<file path="config.mk">
export PLATFORM = sky130hd
export DESIGN_NAME = fetch_ctrl
export DESIGN_NICKNAME = d
export VERILOG_FILES = /design/src/rtl/fetch_ctrl.sv
export SDC_FILE = /design/constraint.sdc
export NUM_CORES = 1
export LEC_CHECK = 0
export BUFFER_PORTS_ARGS = -buffer_cell sky130_fd_sc_hd__buf_4
export CAP_MARGIN = 20
export CORE_UTILIZATION = 38
export CTS_CLUSTER_DIAMETER = 80
export DETAILED_ROUTE_END_ITERATION = 6
export PLACE_DENSITY = 0.7
export SLEW_MARGIN = 15
export SYNTH_ARGS = -nofsm -noshare
export SYNTH_HDL_FRONTEND = slang
export SYNTH_SLANG_ARGS = --single-unit
</file>
<file path="constraint.sdc">
create_clock -name clock -period 10.9 [get_ports clock]
set_input_delay 0.545 -clock clock [delete_from_list [all_inputs] [get_ports clock]]
set_output_delay 0.545 -clock clock [all_outputs]
set_load 0.02 [all_outputs]
</file>
<file path="src/rtl/fetch_ctrl.sv">
// Instruction fetch sequencer: owns the PC, keeps at most one memory request
// in flight, buffers up to two returned instructions for decode, and handles
// branch/jump redirects, including squashing a response that is still in flight.
module fetch_ctrl #(
  parameter logic [31:0] RESET_PC  = 32'h0000_0000,
  parameter int          BUF_DEPTH = 2
) (
  input  logic        clock,
  input  logic        reset,
  input  logic        redirect_valid,
  input  logic [31:0] redirect_pc,
  output logic        mem_req,
  output logic [31:0] mem_addr,
  input  logic        mem_rvalid,
  input  logic [31:0] mem_rdata,
  output logic        inst_valid,
  output logic [31:0] inst_code,
  output logic [31:0] inst_pc,
  input  logic        inst_ready
);

  // The buffer is fixed at two entries, so a 2-bit count and 1-bit pointers suffice.
  localparam logic [1:0] FULL_COUNT = 2'(BUF_DEPTH);

  typedef enum logic [1:0] {
    ST_ISSUE = 2'b00,
    ST_WAIT  = 2'b01,
    ST_DRAIN = 2'b10
  } state_t;

  state_t      state_q, state_d;
  logic [31:0] pc_q, pc_d;
  logic [31:0] req_pc_q, req_pc_d;
  logic [1:0]  count_q, count_d;
  logic        head_q, head_d;
  logic        tail_q, tail_d;
  logic [31:0] buf_code_q [2];
  logic [31:0] buf_pc_q   [2];

  logic issue_s;
  logic push_s;
  logic pop_s;

  // Handshake qualifiers: issue only when idle, room exists and no redirect;
  // a redirect cancels both the push and the pop of the current cycle.
  always_comb begin
    issue_s = (state_q == ST_ISSUE) && (count_q < FULL_COUNT) && !redirect_valid && !reset;
    push_s  = (state_q == ST_WAIT) && mem_rvalid && !redirect_valid;
    pop_s   = (count_q != 2'd0) && inst_ready && !redirect_valid;
  end

  // Next-state logic for the FSM, PC and buffer pointers.
  always_comb begin
    state_d  = state_q;
    pc_d     = pc_q;
    req_pc_d = req_pc_q;
    count_d  = count_q;
    head_d   = head_q;
    tail_d   = tail_q;

    case (state_q)
      ST_ISSUE: begin
        if (issue_s) state_d = ST_WAIT;
        else         state_d = ST_ISSUE;
      end
      ST_WAIT: begin
        // A response always returns to ISSUE; with a redirect it is simply dropped.
        if (mem_rvalid)          state_d = ST_ISSUE;
        else if (redirect_valid) state_d = ST_DRAIN;
        else                     state_d = ST_WAIT;
      end
      ST_DRAIN: begin
        // Swallow the squashed response before issuing anything new.
        if (mem_rvalid) state_d = ST_ISSUE;
        else            state_d = ST_DRAIN;
      end
      default: state_d = ST_ISSUE;
    endcase

    if (redirect_valid) begin
      pc_d    = {redirect_pc[31:2], 2'b00};
      count_d = 2'd0;
      head_d  = 1'b0;
      tail_d  = 1'b0;
    end else begin
      if (issue_s) begin
        req_pc_d = pc_q;
        pc_d     = pc_q + 32'd4;
      end else begin
        req_pc_d = req_pc_q;
      end
      if (push_s) tail_d = ~tail_q;
      else        tail_d = tail_q;
      if (pop_s)  head_d = ~head_q;
      else        head_d = head_q;
      case ({push_s, pop_s})
        2'b10:   count_d = count_q + 2'd1;
        2'b01:   count_d = count_q - 2'd1;
        default: count_d = count_q;
      endcase
    end
  end

  // FSM and control registers.
  always_ff @(posedge clock or posedge reset) begin
    if (reset) begin
      state_q  <= ST_ISSUE;
      pc_q     <= RESET_PC;
      req_pc_q <= 32'h0000_0000;
      count_q  <= 2'd0;
      head_q   <= 1'b0;
      tail_q   <= 1'b0;
    end else begin
      state_q  <= state_d;
      pc_q     <= pc_d;
      req_pc_q <= req_pc_d;
      count_q  <= count_d;
      head_q   <= head_d;
      tail_q   <= tail_d;
    end
  end

  // Instruction buffer storage, written at the tail on each accepted response.
  always_ff @(posedge clock or posedge reset) begin
    if (reset) begin
      buf_code_q[0] <= 32'h0000_0000;
      buf_code_q[1] <= 32'h0000_0000;
      buf_pc_q[0]   <= 32'h0000_0000;
      buf_pc_q[1]   <= 32'h0000_0000;
    end else if (push_s) begin
      buf_code_q[tail_q] <= mem_rdata;
      buf_pc_q[tail_q]   <= req_pc_q;
    end
  end

  assign mem_req    = issue_s;
  assign mem_addr   = pc_q;
  assign inst_valid = (count_q != 2'd0);
  assign inst_code  = buf_code_q[head_q];
  assign inst_pc    = buf_pc_q[head_q];

endmodule

</file>
# Word level (Yosys, flattened, before mapping)
# Cells that the tools add are included.
[word_totals] register_bits=198 out_inout_bits=98 wordCells=66
[classes] add_sub_neg=3 n_lt_le_gt_ge=4 n_eq_ne=4 muxes=23 bitwise=5 n_reduce_logical=17
[ops] cell="2-to-1 mux 32 bit" n=9
[ops] cell="bitwise mux 64 bit" n=2
[ops] cell="adder 32 x 3 -> 32 bit, second input constant" n=1
[ops] cell="demux 32 bit (select 1 bit)" n=1
[ops] cell="logical AND 1 bit" n=8
[ops] cell="2-to-1 mux 2 bit" n=4
[ops] cell="nonzero test 2 bit" n=4
[ops] cell="one-hot mux 2 bit (3 select lines)" n=1
[ops] cell="2-to-1 mux 1 bit" n=5
[ops] cell="equality test 2 x 1 -> 1 bit, second input constant" n=2
[ops] cell="equality test 2 bit, second input constant" n=2
[ops] cell="greater-or-equal comparator 2 bit, second input constant" n=2
[ops] cell="NOT 1 -> 2 bit" n=2
[ops] cell="one-hot mux 2 bit (2 select lines)" n=1
[ops] cell="NOT 1 bit" n=3
[ops] cell="nonzero test 3 bit" n=1
[ops] cell="adder 2 x 1 -> 2 bit, second input constant" n=1
[ops] cell="zero test 1 bit" n=2
[ops] cell="zero test 2 bit" n=1
[ops] cell="less-than comparator 2 x 1 -> 1 bit, second input constant" n=1
[ops] cell="less-than comparator 2 bit, second input constant" n=1
[ops] cell="AND reduction 2 bit" n=1
[ops] cell="subtractor 2 x 1 -> 2 bit, second input constant" n=1

# Depth between registers and ports, before layout
# Gate-level depths: netlist of run 1.
[depth] word_depth=6 ltp_mapped=7

# Least setup slack after synthesis of run 1
# No wires, ideal clock.
[synth_timing] kind="input-to-reg" start="input port reset" end="register pc_q[19] (netlist: mem_addr[19])" setup_time_ps=82 arrival_ps=2379 t_required_ps=10818 setup_slack_ps=8439 cell_stages=7 n_path_buf=3 cell_sequence="or4_1 > buf_2 > or4_1 > clkbuf_1 > buf_2 > or3_1 > a31oi_1"
[synth_via] elab_chain_cells=3
[synth_rtl] item="start: declaration" line="9" source="input logic reset,"
[synth_rtl] item="zero test 1 bit (no line)"
[synth_rtl] item="logical AND 1 bit" line="47" source="issue_s = (state_q == ST_ISSUE) && (count_q < FULL_COUNT) && !redirect_valid && !reset;"
[synth_rtl] item="nonzero test 2 bit (no line)"
[synth_rtl] item="end signal: assignment" line="115" source="pc_q <= pc_d;"
[synth_rtl] item="end: declaration" line="32" source="logic [31:0] pc_q, pc_d;"
# Every way passes these cells.
# A chain may end at the register's enable or synchronous reset.

# Worst setup path in the final report of run 1
[layout_timing] start="register state_q[0]" end="output port mem_req"
[layout_via] elab_chain_cells=4
[layout_rtl] item="start: declaration" line="31" source="state_t state_q, state_d;"
[layout_rtl] item="start signal: assignment" line="114" source="state_q <= state_d;"
[layout_rtl] item="zero test 2 bit" line="47"
[layout_rtl] item="logical AND 1 bit (3 in a row)" line="47"
[layout_rtl] item="end: declaration" line="12" source="output logic mem_req,"
# Every way passes these cells.

==> summary.md, run 1 <==
| Metric | Value |
|---|---|
| Status | `finished clean` |
| Hold_sp | `mem_rvalid` |
| Clock buffer depth | `2` |
| CP cell instances | `or4_1 -> nor2_4 -> buf_4 -> buf_4` |
| Reg clk slew, reported paths | `70 ps` |
| Most used cell, CP | `buf_4` |
| Crit path max-delay cell type | `or4_1` |
| Setup total negative slack | `0 ps` |
| Number of synthesized flops with an enable pin | `0` |
| Psw | `0.000691 W` |
| First-pass GRT wire length | `29100 um` |
| Critical Path End Type | `output port` |
| Routed Antenna Nets | `0` |
| Worst hold path class | `primary input to flop` |
| Synth cell types | `38` |
| Residual DRC | `0` |
| Internal Power | `between 0.0015 and 0.002 W` |
| Die width | `151 um` |
| PwrDens | `214 mW/mm^2` |
| Worst Setup SP | `state_q[0]` |
| Worst clock skew | `9.39 ps` |
| CTS tree | `yes` |
| Die ar. | `0.0229 mm^2` |
| Nets | `852` |
| Maximum number of pins on one net before global-route repair | `around 130` |
| Routed len/inst | `17.1 um` |
| Skew-Pair Late Insertion Delay | `420 ps` |
| Cell Count Post-Placement | `1043` |
| Initial Util | `0.388` |
| Area of the core | `0.0218 mm^2` |
| Final Critical Period | `3150 ps` |
| Vias | `5500` |
| Post-synth top flop | `dfrtp_1` |
| RSZ-0062 raised after global routing | `false` |
| N_diodes | `0` |
| Post-synth ARST share | `1.00` |
| Syn_area_per_cell | `13.3 um^2` |
| Critical path fanouts, max | `21` |
| Slew margin rel. | `0.331` |
| Layout Area Growth over Synthesis | `24.2%` |
| Max-slew violation count | `0` |
| Die span in y | `151 um` |
| Clock sinks | `190` |
| Worst Setup Path Type | `flop to output port` |
| Total power | `0.00225 W` |
| DR vias/cell | `5.12` |
| Post-route insts no fill | `roughly 1100` |
| Sequential share of power | `0.434` |
| Peak supply drop | `0.000107 V` |
| Delay of the slowest critical-path stage | `between 700 and 800 ps` |
| Largest delay contributor family on the critical path | `simple AND/OR/NAND/NOR gates` |
| Routability Congestion | `0.779` |
| Fmax | `317 MHz` |
| Root buf cell | `clkbuf_16` |
| Reg2reg start | `state_q[0]` |
| Final period utilization | `0.289` |
| Sequential area share after synthesis | `0.562` |
| Slew @ Worst Pin | `1000 ps` |
| Switching share of power | `0.307` |
| Grt ovf | `0` |
| Final WL | `approximately 18000 um` |
| Cell area after synthesis | `approximately 0.0085 mm^2` |
| Clk pwr share | `0.276` |
| #FFs+latches synth | `190` |
| H-tree Lvls | `4` |
| Critical Path RT | `10360 ps` |
| Starting DRT DRC Count | `136` |
| CP arrival | `2610 ps` |
| Ys Warns | `0` |
| GRT Util Overall | `0.166` |
| Final Hold Vio Count | `0` |
| Cells after Synth | `roughly 640` |
| Layout cell share with drive strength beyond 1 | `0.526` |
| Combinational group share of total power | `0.290` |
| Max-cap viol count | `0` |
| CTS Hold Bufs | `0` |
| CP Launch Type | `flop` |
| Core Rows | `54` |
| Setup violations, final | `0` |
| I/O pins | `roughly 170` |
| Leak | `4.80 nW` |
| IO Port Bufs | `160` |
| CTS resizes | `0` |
| Initial antenna violation count | `0` |
| 1st-pass router iterations | `5` |
| Critical path buffers and inverters | `2` |
| HPWL Detailed | `11800 um` |
| Post-CTS Setup Inserts | `0` |
| Vias in the first global route | `5389` |
| TritonCTS buffer count | `17` |
[kinds of logic after synthesis]
family,synth area share
xor gates and xnor gates,0.0124
and+or+nand+nor,0.0725
adders and majority gates,0.00148
DFF,0.562
muxes,0.289
AOI/OAI and AO/OA,0.0398
other,0.000443
buffers and inverters,0.0229
[cells in the final DEF, fill, tap and decap left out, types with 2 or more instances in the layout]
master and count:
xnor2_1 6, o21ai_0 17, inv_8 4, or3_1 4
nor2b_1 2, clkinv_4 3, a311o_1 2, inv_1 6
dfrtp_1 189, a221o_1 2, a21oi_1 4, o211ai_1 2
nor4_1 3, and4_1 2, buf_4 164, or4_1 15
xor2_1 6, nor2_1 22, mux2_2 216, conb_1 4
and3_1 6, nand3_1 13, nand4_1 12, o31ai_1 9
inv_6 4, nand2_1 24, and2_1 2, clkbuf_16 17
nor3_1 3, nand3b_1 2, a31oi_1 13
[worst reg2reg max path: stages (launching register included)]
cell,delay [ps]
dfrtp_1,430
or4_1,730
or4_1,860
or4_1,590
a31oi_1,170
[synthesized netlist by cell type, types with 2 or more instances]
library cell,number,share of area
o211ai_1,2,0.0018
and4_1,2,0.0021
buf_1,7,0.0031
and3_1,6,0.0044
and2_1,2,0.0015
nand2_1,25,0.011
buf_4,4,0.0035
o31ai_1,9,0.0080
nor2_1,23,0.010
or4_1,15,0.013
mux2_2,216,0.29
nor3_1,4,0.0024
nor2b_1,2,0.0015
a221o_1,2,0.0024
nand3b_1,2,0.0018
nand4_1,12,0.0089
a311o_1,2,0.0024
dfrtp_1,190,0.56
o21ai_0,17,0.010
a21oi_1,4,0.0024
nand3_1,13,0.0077
or3_1,4,0.0030
xor2_1,6,0.0062
a31oi_1,13,0.0096
nor4_1,3,0.0022
inv_1,7,0.0031
xnor2_1,6,0.0062
buf_2,2,0.0012
clkbuf_1,27,0.012
[area by class of cell]
class / count / area (um^2)
repair buffers: 164 / 1230
well taps: 280 / 350
clock inverters: 13 / 149
fillers: 2013 / 11300
flip-flops and latches: 190 / 4760
clock buffers: 19 / 443
inverters: 7 / 33.8
multi-input cells: 402 / 3540
[metal layers]
layer  vias to the layer above  part of all wire  global-route usage
li1                       2606                 -                   -
met1                      2750              0.47               0.228
met2                       136              0.46               0.258
met3                         8             0.063              0.0470
met4                         0            0.0086              0.0415
met5                         -                 0                   0
[registers in the layout, summed over array words and instances (netlist names)]
register	count
mem_addr	30
req_pc_q	30
buf_pc_q	60
count_q	2
state_q	2
buf_code_q	64
head_q	1
tail_q	1
[power groups by stage]
stage | clock network, W | logic, W | registers [W]
2_1_floorplan | 0 | 0.000420 | 0.000967
3_3_place_gp | 0 | 0.000651 | 0.000985
3_5_place_dp | 0 | 0.000659 | 0.000992
4_1_cts | 0.000643 | 0.000663 | 0.000978
5_1_grt | 0.000672 | 0.000705 | 0.00100
6_report | 0.000619 | 0.000653 | 0.000976
[worst paths after layout]
kind | end | slack (ps) | cells past startpoint
hold reg to reg | buf_pc_q[17] | 500 | 1
min in group asynchronous | state_q[0] | 340 | 2
setup / recovery | mem_req | 7750 | 4
hold / removal | state_q[1] | 290 | 2
setup reg to reg | mem_addr[23] | 8050 | 4
max in group asynchronous | buf_code_q[46] | 9250 | 3
[metrics by stage]
| stage | util | hold slack [ps] | worst slack (ps) | area (um^2) |
|---|---|---|---|---|
| after floorplan | - | 474 | 5180 | 8470 |
| after global placement | 0.454 | 481 | 7910 | 9920 |
| after detailed placement | 0.454 | 487 | 7920 | 9920 |
| after CTS | 0.482 | 264 | 7700 | 10500 |
| after global routing | 0.482 | 273 | 7580 | 10500 |
| final | 0.482 | 285 | 7750 | 10500 |
Power figures use the tool's default switching activity.
==> run 2: changes to the inputs <==
- PLACE_DENSITY: 0.7 -> 0.72
- clock period: 10.9 -> 2.69 ns (I/O delays scaled with it)
==> summary.md, run 2 (synthesis results as in run 1) <==
| Metric | Value |
|---|---|
| Status | `finished clean` |
| Final WL | `19700 um` |
| Die ar. | `0.0229 mm^2` |
| Die width | `151 um` |
| Fmax | `390 MHz` |
| Area of the core | `0.0218 mm^2` |
| Routability Congestion | `roughly 0.83` |
| N_diodes | `0` |
| Initial Util | `0.388` |
| Layout cell share with drive strength beyond 1 | `0.498` |
| Sequential share of power | `0.423` |
| Final Critical Period | `2560 ps` |
| Routed len/inst | `~17 um` |
| Slew margin rel. | `0.443` |
| Commonest non-fill, non-tap cell in the layout | `mux2_2` |
| Cell area after layout | `0.0113 mm^2` |
| I/O pins | `167` |
| Slack of the critical path | `125 ps` |
| Root buf cell | `clkbuf_16` |
| Worst hold path class | `primary input to flop` |
| Critical Path End Type | `flop` |
| 1st-pass router iterations | `5` |
| First-pass GRT wire length | `31600 um` |
| Critical path fanouts, max | `16` |
| Nets | `930` |
| Vias | `5898` |
| Worst Setup Path Type | `flop to flop` |
| GRT Util Overall | `0.182` |
| Slew @ Worst Pin | `between 800 and 900 ps` |
| Critical Path RT | `3040 ps` |
| Die span in y | `151 um` |
| Routed Antenna Nets | `0` |
| Cell Count Post-Placement | `roughly 1100` |
| DR vias/cell | `5.12` |
| Reg clk slew, reported paths | `80 ps` |
| Leak | `5.15 nW` |
| Largest regs | `buf_code_q: 64 flops, buf_pc_q: 60 flops` |
| Worst slack, placed | `135 ps` |
| Core Rows | `54` |
| RSZ-0062 raised after global routing | `false` |
| PwrDens | `822 mW/mm^2` |
| Skew-Pair Late Insertion Delay | `between 400 and 500 ps` |
| Placed cell area | `approximately 0.010 mm^2` |
| Combinational group share of total power | `0.301` |
| Layout Area Growth over Synthesis | `33.9%` |
| Total power | `between 0.009 and 0.01 W` |
| Clock sinks | `190` |
| IO Port Bufs | `160` |
| CP arrival | `2920 ps` |
| Post-CTS Setup Inserts | `0` |
| CP Launch Type | `flop` |
| TritonCTS buffer count | `17` |
| Max reg flops | `64` |
| Peak supply drop | `0.000383 V` |
| Top reg by flops | `buf_code_q` |
| Residual DRC | `0` |
| Max-slew violation count | `0` |
| CTS tree | `yes` |
| Fillers | `1846` |
| Internal Power | `0.00645 W` |
| Final Hold Vio Count | `0` |
| Worst clock skew | `9.34 ps` |
| Starting DRT DRC Count | `246` |
| Setup violations, final | `0` |
| Final period utilization | `0.953` |
| Grt ovf | `0` |
| HPWL Detailed | `12800 um` |
| Psw | `around 0.0029 W` |
| Maximum number of pins on one net before global-route repair | `62` |
| Clock buffer depth | `2` |
| H-tree Lvls | `4` |
| Switching share of power | `0.308` |
| Initial antenna violation count | `0` |
| Commonest non-fill, non-tap cells in the layout | `216 x mux2_2, 189 x dfrtp_1, 174 x buf_4, 63 x dlygate4sd3_1, 24 x nand2_1` |
| Vias in the first global route | `6017` |
| Max-cap viol count | `0` |
| Post-route insts no fill | `roughly 1200` |
| Setup total negative slack | `0 ps` |
| Clk pwr share | `0.277` |
==> run 2: changes by cell type in the layout (fill, tap and decap cells not counted), sizes merged <==
| cell | change |
|---|---|
| buf | +15 |
| clkinv | +2 |
| dlygate4sd3 | +63 |
| clkinvlp | +3 |
| bufinv | +1 |
| clkbuf | -2 |
| inv | -4 |
==> run 2: layout make-up <==
type,instances,area (um^2),area share
clock buffer,17,425,0.0375
clock inverter,15,184,0.0162
inverter,7,30.0,0.00265
multi-input combinational,402,3550,0.313
sequential,190,4760,0.420
tap,280,350,0.0309
timing repair buffer,242,2040,0.180
==> run 2: metrics by stage <==
step / hold slack (ps) / utilization
after CTS: 24.5 / 0.519
after global routing: 30.8 / 0.519
after detailed placement: 312 / 0.462
final: 45.8 / 0.519
after global placement: 312 / 0.462
after floorplan: 198 / -
==> run 2: worst max-delay path: stages, from the launching register on <==
cell,delay (ps)
dfrtp_1,420
or4_1,630
or4_1,550
buf_4,200
or4_1,520
a31oi_1,170
==> run 2: routing by layer <==
layer	wire length [um]	up-vias	global-route usage	part of all wire
li1	-	2766	-	-
met1	9140	2969	0.239	0.46
met2	9350	150	0.299	0.47
met3	1050	13	0.0455	0.053
met4	176	0	0.0430	0.0089
met5	0	-	0	0
==> run 2: timing repair <==
item,CTS,global route
hold endpoints to repair,125,0
hold buffers,63,0
setup endpoints to repair,0,1
gates resized for setup,0,1
==> run 2: worst paths after layout <==
| kind | from | end | slack [ps] | cells after the start |
|---|---|---|---|---|
| worst max register to register | state_q[0] | mem_addr[25] | 130 | 5 |
| worst min-delay path | redirect_pc[13] | mem_addr[13] | 50 | 3 |
| min in group asynchronous | reset | state_q[0] | 410 | 3 |
| worst max-delay path | state_q[0] | mem_addr[25] | 130 | 5 |
| max in group asynchronous | reset | buf_code_q[60] | 1510 | 4 |
| worst min register to register | buf_pc_q[14] | buf_pc_q[14] | 500 | 1 |
==> run 2: power by group through the flow <==
stage	clock [W]	combinational, W	sequential, W
finish	0.00258	0.00280	0.00394
CTS	0.00264	0.00282	0.00394
global route	0.00278	0.00301	0.00405
floorplan	0	0.00170	0.00392
global placement	0	0.00270	0.00397
detailed placement	0	0.00273	0.00400
